`src/rtl/div_unit_if.sv`:
```
// Divide handshake between the execute stage (master) and div_unit (slave).
// Operands and start are driven by the master; result/ready come back registered.
interface div_unit_if #(
    parameter int unsigned WIDTH = 32
);
    logic               signed_div_i;
    logic [WIDTH-1:0]   opdata1_i;
    logic [WIDTH-1:0]   opdata2_i;
    logic               start_i;
    logic               annul_i;
    logic [2*WIDTH-1:0] result_o;
    logic               ready_o;

    modport master (
        output signed_div_i, opdata1_i, opdata2_i, start_i, annul_i,
        input  result_o, ready_o
    );

    modport slave (
        input  signed_div_i, opdata1_i, opdata2_i, start_i, annul_i,
        output result_o, ready_o
    );
endinterface

```
`src/rtl/div_unit.sv`:
```
// Multi-cycle restoring divider: one quotient bit per cycle on magnitudes,
// sign fix-up at the end, returns {remainder, quotient} for HI/LO.
module div_unit #(
    parameter int unsigned WIDTH = 32
) (
    input logic       clk,
    input logic       rst,
    div_unit_if.slave bus
);
    localparam int unsigned CntW = $clog2(WIDTH + 1);

    typedef enum logic [1:0] {StFree, StByZero, StOn, StEnd} state_e;

    state_e             r_state;
    logic [CntW-1:0]    r_cnt;
    logic [WIDTH-1:0]   r_dividend;
    logic [WIDTH-1:0]   r_divisor;
    logic [WIDTH-1:0]   r_rem;
    logic               r_signed;
    logic               r_sign1;
    logic               r_sign2;
    logic [2*WIDTH-1:0] r_result;
    logic               r_ready;

    logic [WIDTH:0]     w_shift;
    logic [WIDTH:0]     w_diff;
    logic               w_qbit;
    logic [WIDTH-1:0]   w_abs1;
    logic [WIDTH-1:0]   w_abs2;
    logic [WIDTH-1:0]   w_quot_fix;
    logic [WIDTH-1:0]   w_rem_fix;
    logic               w_abort;

    // Quotient bits shift into r_dividend as dividend bits shift out of it.
    assign w_shift    = {r_rem, r_dividend[WIDTH-1]};
    assign w_diff     = w_shift - {1'b0, r_divisor};
    assign w_qbit     = ~w_diff[WIDTH];

    assign w_abs1     = (bus.signed_div_i && bus.opdata1_i[WIDTH-1]) ? -bus.opdata1_i
                                                                     : bus.opdata1_i;
    assign w_abs2     = (bus.signed_div_i && bus.opdata2_i[WIDTH-1]) ? -bus.opdata2_i
                                                                     : bus.opdata2_i;
    // Truncating division: remainder follows the dividend's sign.
    assign w_quot_fix = (r_signed && (r_sign1 ^ r_sign2)) ? -r_dividend : r_dividend;
    assign w_rem_fix  = (r_signed && r_sign1) ? -r_rem : r_rem;
    assign w_abort    = ~bus.start_i | bus.annul_i;

    always_ff @(posedge clk) begin
        if (rst) begin
            r_state    <= StFree;
            r_cnt      <= '0;
            r_dividend <= '0;
            r_divisor  <= '0;
            r_rem      <= '0;
            r_signed   <= 1'b0;
            r_sign1    <= 1'b0;
            r_sign2    <= 1'b0;
            r_result   <= '0;
            r_ready    <= 1'b0;
        end else begin
            unique case (r_state)
                StFree: begin
                    r_ready  <= 1'b0;
                    r_result <= '0;
                    if (bus.start_i && !bus.annul_i) begin
                        if (bus.opdata2_i == '0) begin
                            r_state <= StByZero;
                        end else begin
                            r_state    <= StOn;
                            r_cnt      <= '0;
                            r_dividend <= w_abs1;
                            r_divisor  <= w_abs2;
                            r_rem      <= '0;
                            r_signed   <= bus.signed_div_i;
                            r_sign1    <= bus.opdata1_i[WIDTH-1];
                            r_sign2    <= bus.opdata2_i[WIDTH-1];
                        end
                    end
                end
                StByZero: begin
                    if (w_abort) begin
                        r_state  <= StFree;
                        r_ready  <= 1'b0;
                        r_result <= '0;
                    end else begin
                        r_state  <= StEnd;
                        r_ready  <= 1'b1;
                        r_result <= '0;
                    end
                end
                StOn: begin
                    if (w_abort) begin
                        r_state  <= StFree;
                        r_ready  <= 1'b0;
                        r_result <= '0;
                    end else if (r_cnt != CntW'(WIDTH)) begin
                        r_rem      <= w_qbit ? w_diff[WIDTH-1:0] : w_shift[WIDTH-1:0];
                        r_dividend <= {r_dividend[WIDTH-2:0], w_qbit};
                        r_cnt      <= r_cnt + CntW'(1);
                    end else begin
                        r_result <= {w_rem_fix, w_quot_fix};
                        r_ready  <= 1'b1;
                        r_state  <= StEnd;
                    end
                end
                StEnd: begin
                    if (!bus.start_i) begin
                        r_state  <= StFree;
                        r_ready  <= 1'b0;
                        r_result <= '0;
                    end
                end
                default: r_state <= StFree;
            endcase
        end
    end

    assign bus.result_o = r_result;
    assign bus.ready_o  = r_ready;
endmodule

```
`src/flat_wrapper.sv`:
```
// flat-port wrapper written by rule: the top's interface ports become plain ports
module div_unit_flat 
#(
    parameter int unsigned WIDTH = 32
)
  (clk, rst, bus_signed_div_i, bus_opdata1_i, bus_opdata2_i, bus_start_i, bus_annul_i, bus_result_o, bus_ready_o);
  div_unit_if #(.WIDTH(WIDTH)) bus_i ();
  input logic clk;
  input logic rst;
  input wire logic [$bits(bus_i.signed_div_i)-1:0] bus_signed_div_i;
  input wire logic [$bits(bus_i.opdata1_i)-1:0] bus_opdata1_i;
  input wire logic [$bits(bus_i.opdata2_i)-1:0] bus_opdata2_i;
  input wire logic [$bits(bus_i.start_i)-1:0] bus_start_i;
  input wire logic [$bits(bus_i.annul_i)-1:0] bus_annul_i;
  output wire logic [$bits(bus_i.result_o)-1:0] bus_result_o;
  output wire logic [$bits(bus_i.ready_o)-1:0] bus_ready_o;
  assign bus_i.signed_div_i = bus_signed_div_i;
  assign bus_i.opdata1_i = bus_opdata1_i;
  assign bus_i.opdata2_i = bus_opdata2_i;
  assign bus_i.start_i = bus_start_i;
  assign bus_i.annul_i = bus_annul_i;
  assign bus_result_o = bus_i.result_o;
  assign bus_ready_o = bus_i.ready_o;
  div_unit #(.WIDTH(WIDTH)) u_core (.clk(clk), .rst(rst), .bus(bus_i));
endmodule
```
`config.mk`:
```
export PLATFORM = sky130hd
export DESIGN_NAME = div_unit_flat
export DESIGN_NICKNAME = d
export VERILOG_FILES = /design/src/rtl/div_unit_if.sv /design/src/rtl/div_unit.sv /design/src/flat_wrapper.sv
export SDC_FILE = /design/constraint.sdc
export NUM_CORES = 1
export LEC_CHECK = 0
export BUFFER_PORTS_ARGS = -buffer_cell sky130_fd_sc_hd__clkbuf_2
export CAP_MARGIN = 5
export CORE_AREA = 2 2 147 149
export CTS_CLUSTER_SIZE = 25
export DETAILED_ROUTE_END_ITERATION = 7
export DIE_AREA = 0 0 149 151
export PLACE_DENSITY = 0.86
export SLEW_MARGIN = 10
export SYNTH_ARGS = -nofsm -noshare
export SYNTH_HDL_FRONTEND = slang
export SYNTH_SLANG_ARGS = --single-unit
```
`constraint.sdc`:
```
create_clock -name clk -period 3.16 [get_ports clk]
set_input_delay 0.474 -clock clk [delete_from_list [all_inputs] [get_ports clk]]
set_output_delay 0.474 -clock clk [all_outputs]
set_load 0.05 [all_outputs]
```
# == Word-level counts from Yosys, hierarchy flattened ==
# Index checks and enable logic that the tools add are counted.
# op_classes
eq_ne,10
n_reduce_logical,14
bitwise_logic,5
addsub,6
muxes,36
# op_table
operator,n
$mux 32,13
$mux 64,3
$pmux 64 s3,1
$neg 32->32,4
$pmux 32 s2,2
$sub 33x32->33,1
$logic_not 32->1,1
$mux 6,4
$mux 2,6
$pmux 6 s2,1
$pmux 2 s4,1
$add 6x1->6 const B,1
$ne 2x2->1 const B,3
$ne 6x6->1 const B,1
$reduce_and 3->1,2
$logic_and 1x1->1,5
$reduce_and 5->1,1
$eq 2x2->1 const B,2
$mux 1,4
$ne 2x1->1 const B,2
$pmux 1 s4,1
$ne 3x2->1 const B,1
$not 1->1,3
$eq 2x1->1 const B,1
7 further kinds,7
# word_totals
wordCells,81
regBits,172
output_inout_bits,65
in_bits,69

# == Logic depth before layout (Yosys ltp) ==
# depth
depth_word,6
ltp_mapped,13
depth_no_buf,11

# == Worst setup path after synthesis ==
# Ideal clock, no wire load.
# synth_path
path_kind,reg-to-reg
from,reg u_core.r_dividend[31]
to,reg u_core.r_rem[14]
n_path_buf,2
arrival_ps,2858
synth_period_minus_slack_ps,2987
path_slack_ps,173
setup_ps,128
path_stages_with_launch,14
required_time_ps,3032
path_cell_list,dfxtp_1 > inv_1 > ha_1 > fa_1 > nor2b_1 > o31ai_1 > a211oi_1 > o21ai_0 > and2_1 > o311ai_1 > buf_2 > buf_2 > mux2i_1 > o21ai_0
# synth_via
elab_chain_len,5
# synth_lines
element,line,text
start: declaration,div_unit.sv:16,logic [WIDTH-1:0] r_dividend;
start signal: assignment,div_unit.sv:71,r_dividend <= w_abs1;
start signal: assignment,div_unit.sv:98,"r_dividend <= {r_dividend[WIDTH-2:0], w_qbit};"
$sub 33x32->33,div_unit.sv:36,"assign w_diff = w_shift - {1'b0, r_divisor};"
$mux 32,div_unit.sv:97,r_rem <= w_qbit ? w_diff[WIDTH-1:0] : w_shift[WIDTH-1:0];
$mux 32,div_unit.sv:96,end else if (r_cnt != CntW'(WIDTH)) begin
$mux 32,div_unit.sv:92,if (w_abort) begin
$pmux 32 s2,div_unit.sv:61,unique case (r_state)
end signal: assignment,div_unit.sv:97,
end: declaration,div_unit.sv:18,logic [WIDTH-1:0] r_rem;
# Every way passes these cells. The select of a mux whose other input is x is not followed.
# A chain may end at the register's enable or synchronous reset.

# == Worst setup path after layout ==
# layout_path
from,reg u_core.r_dividend[13]
to,"reg u_core.r_result[30], in the netlist u_core.bus.result_o[30]"
# layout_via
elab_chain_len,5
# layout_lines
element,line,text
$neg 32->32,div_unit.sv:44,assign w_quot_fix = (r_signed && (r_sign1 ^ r_sign2)) ? -r_dividend : r_dividend;
$mux 32,div_unit.sv:44,
$mux 64,div_unit.sv:96,
$mux 64,div_unit.sv:92,
$pmux 64 s3,div_unit.sv:61,
end signal: assignment,div_unit.sv:101,"r_result <= {w_rem_fix, w_quot_fix};"
end: declaration,div_unit.sv:22,logic [2*WIDTH-1:0] r_result;
# Every way passes these cells. The select of a mux whose other input is x is not followed.

==> impl_results.md <==
- Global-route wire length before repair: 50000 um
- FILL cells: 1813
- Comb power frac: 0.395
- Period utilization: 0.965
- Core box area: 20800 um2
- First-pass iteration count of the detailed router: 6
- CTS tree: built
- Max clock buf depth: 2
- P_sw: 2960 uW
- Final Power: 7750 uW
- Final Net Count: 1728
- CP endpoint kind: register
- CTS Sinks: 172
- Initial Util: 0.536
- CP cell instances: or4_4 -> or3_4 -> or4_4 -> or4b_4 -> nor4_4 -> a31oi_1 -> xnor2_1 -> o21ai_1
- Ports: 134
- Rows: 53
- RSZ-0062 raised after global routing: false
- Die Area: 22500 um2
- GRT Total Usage: 0.275
- Max-Cap Viols: 0
- Initial antenna violation count: 0
- CTS Buf Count: 17
- Largest net degree at the start of global routing: 71
- Buffers added on ports: 133
- Number of flops mapped to enable cells by yosys: 0
- H-tree lvl count: 4
- Sw frac: 0.383
- Max Slew Vio Count: 0
- Fin Clk Skew: 17.0 ps
- Drt first-iter violations: 1124
- Status: finished, final reports clean
- Worst slew pin tran: 1240 ps
- Synthesized Nets: 1598
- Post-synth top flop: dfxtp_1
- Area growth syn-to-layout: 17.5%
- Ant diodes: 0
- Vias: 11135
- Worst min path class: primary input to register
- Kind of critical path: register to register
- WL final: 31400 um
- Yosys warning total: 0
- Critical path's slowest cell: or4_4
- Die Wd: 149 um
- Clock Tree Root: clkbuf_16
- Worst Path Max Fanout: 6
- DR vias/cell: 5.85
- Flop pwr share: 0.323
- Hold WS: 288 ps
- Detail Route Antenna Nets: 0
- Max Freq: 328 MHz
- DIE HEIGHT: 151 um
- Finished Cell Area: 13100 um2
- # hold bufs at CTS: 0
- Post-Syn Area: 11200 um2
- Gpl congestion: 0.909
- Synth unique cells: 72
- Ys async rst share: 0
- Internal power: 4780 uW
- Total global routing overflow: 0
- Sequential area share after synthesis: 0.308
- Vias in the first global route: 9820
- Worst path most repeated cell: or4_4
- Data required time of the critical path: 3450 ps
- Worst vdd ir: 0.406 mV
- Post-layout min period: 3050 ps
- Final Hold Fails: 0
- Dpl hpwl: 23700 um
- Arrival time worst endpoint: 3340 ps
- Post-Syn Instances: 1486
- Endpoints failing setup: 0
- Setup TNS: 0 ps
- Worst-path clk slew: 70 ps
- Dpl cell area: 12400 um2
- Clock power share: 0.282
- PD cells: 590 nW/um2
- Worst-Skew Late Latency: 440 ps
- Slew headroom: 0.171
- # DRC: 0
- Wire per inst: 16.5 um
- Startpoint Class: register
- Post-synthesis area per instance: 7.52 um2
- Share of cells above drive strength 1: 0.161
- Leakage Power: 0.00532 uW
- Synth Register Bits: 172
- CP peak stage delay: 520 ps
worst paths after layout:
check                     startpoint                      end  slack [ps]  cells past startpoint
max            u_core.r_dividend[13]  u_core.bus.result_o[30]         110                      8
min                 bus_opdata2_i[0]      u_core.r_divisor[0]         290                      3
max reg2reg    u_core.r_dividend[13]  u_core.bus.result_o[30]         110                      8
min reg2reg  u_core.bus.result_o[26]  u_core.bus.result_o[26]         450                      2
power groups by stage:
| stage | Sequential [uW] | Clock, uW | Combinational, uW |
|---|---|---|---|
| floorplan | 2510 | 0 | 2100 |
| global placement | 2530 | 0 | 2830 |
| detailed placement | 2540 | 0 | 2900 |
| CTS | 2490 | 2190 | 2920 |
| global route | 2520 | 2270 | 3360 |
| finish | 2500 | 2180 | 3060 |
layout make-up:
class                   instances  area, um2  area share
well taps                     275        344      0.0262
multi-input cells            1154       7180       0.547
flip-flops and latches        172       3440       0.262
clock inverters                12        149      0.0113
clock buffers                  20        457      0.0348
repair buffers                203       1290      0.0984
inverters                      68        255      0.0194
cells by family after synthesis:
| logic type | count (synthesis) | share of synthesized area |
|---|---|---|
| buffers and inverters | 160 | 0.0546 |
| xor gates and xnor gates | 151 | 0.118 |
| adders and majority gates | 43 | 0.0488 |
| and+or+nand+nor | 511 | 0.211 |
| DFF | 172 | 0.308 |
| muxes | 34 | 0.0305 |
| AOI/OAI and AO/OA | 415 | 0.229 |
critical path: cells and delay by family, from the launching register on:
family | cells | cell delay (ps)
AND/OR/NAND/NOR | 5 | 2070
flip-flops | 1 | 360
XOR/XNOR | 1 | 250
AO/OA/AOI/OAI | 2 | 240
Yosys cell counts, types with 11 or more instances:
cell type  instances  share of area
nand3_1           17         0.0076
o21ai_0          113          0.051
nor3_1            40          0.018
nor4_1            12         0.0067
a31oi_1           11         0.0062
mux2i_1           34          0.030
xor2_1            69          0.054
dfxtp_1          172           0.31
a21o_1            21          0.014
o31ai_1           21          0.014
nand2b_1          11         0.0062
xnor2_1           82          0.064
or4_1             13         0.0087
ha_1              42          0.047
clkbuf_1          81          0.027
a22oi_1           16          0.011
a21oi_1          123          0.055
nor2_1           163          0.055
o21ai_1           11         0.0049
nand2_1          183          0.061
nand4_1           15         0.0084
a211oi_1          37          0.025
inv_1             68          0.023
flip-flops by register name, summed over array words and instances, names as in the netlist:
| signal | flops |
|---|---|
| u_core.bus.ready_o | 1 |
| u_core.r_signed | 1 |
| u_core.r_state | 2 |
| u_core.r_divisor | 32 |
| u_core.r_dividend | 32 |
| u_core.r_sign1 | 1 |
| u_core.r_cnt | 6 |
| u_core.r_sign2 | 1 |
| u_core.r_rem | 32 |
| u_core.bus.result_o | 64 |
layer usage:
layer	up-vias	share of wire	track usage
met5	-	0	0
met4	0	0.020	0.0767
met3	51	0.089	0.0494
met2	478	0.42	0.388
met1	5126	0.48	0.424
li1	5480	-	-
layout by cell type, fill, tap and decap left out, drive strengths merged, types with 4 or more instances in the layout:
master   synthesis  final
ha              42     42
or2              7      7
nand4           15     15
or3              7      7
mux2i           34     34
o41ai           10     10
a41oi            4      4
or4             14     14
xnor2           82     82
a2111oi          6      6
nor3            41     41
o211ai           8      8
a211oi          37     37
inv             68     75
nor2           163    163
and2             7      7
buf             10     69
nor4            16     16
a21o            21     21
nor2b            8      8
nand3           17     17
nand2          183    183
o21ai          124    124
and3            10     10
a31oi           11     11
nor3b            4      4
o21a             6      6
nand2b          11     11
a21oi          123    123
clkbuf          82    154
a22oi           16     16
xor2            69     69
o31ai           21     21
dfxtp          172    172
through the flow:
| step | setup slack, ps | instances | util |
|---|---|---|---|
| 2_1_floorplan | 173 | 1486 | - |
| 3_3_place_gp | 117 | 1868 | 0.596 |
| 3_5_place_dp | 70.1 | 1868 | 0.596 |
| 4_1_cts | 57.8 | 1900 | 0.625 |
| 5_1_grt | 1.89 | 1904 | 0.630 |
| 6_report | 109 | 1904 | 0.630 |
what timing repair did:
action	CTS	global route
gates resized for setup	0	9
endpoints found under the setup margin	0	36
buffers inserted	0	2
No activity file was read; power rests on OpenSTA's default activity.
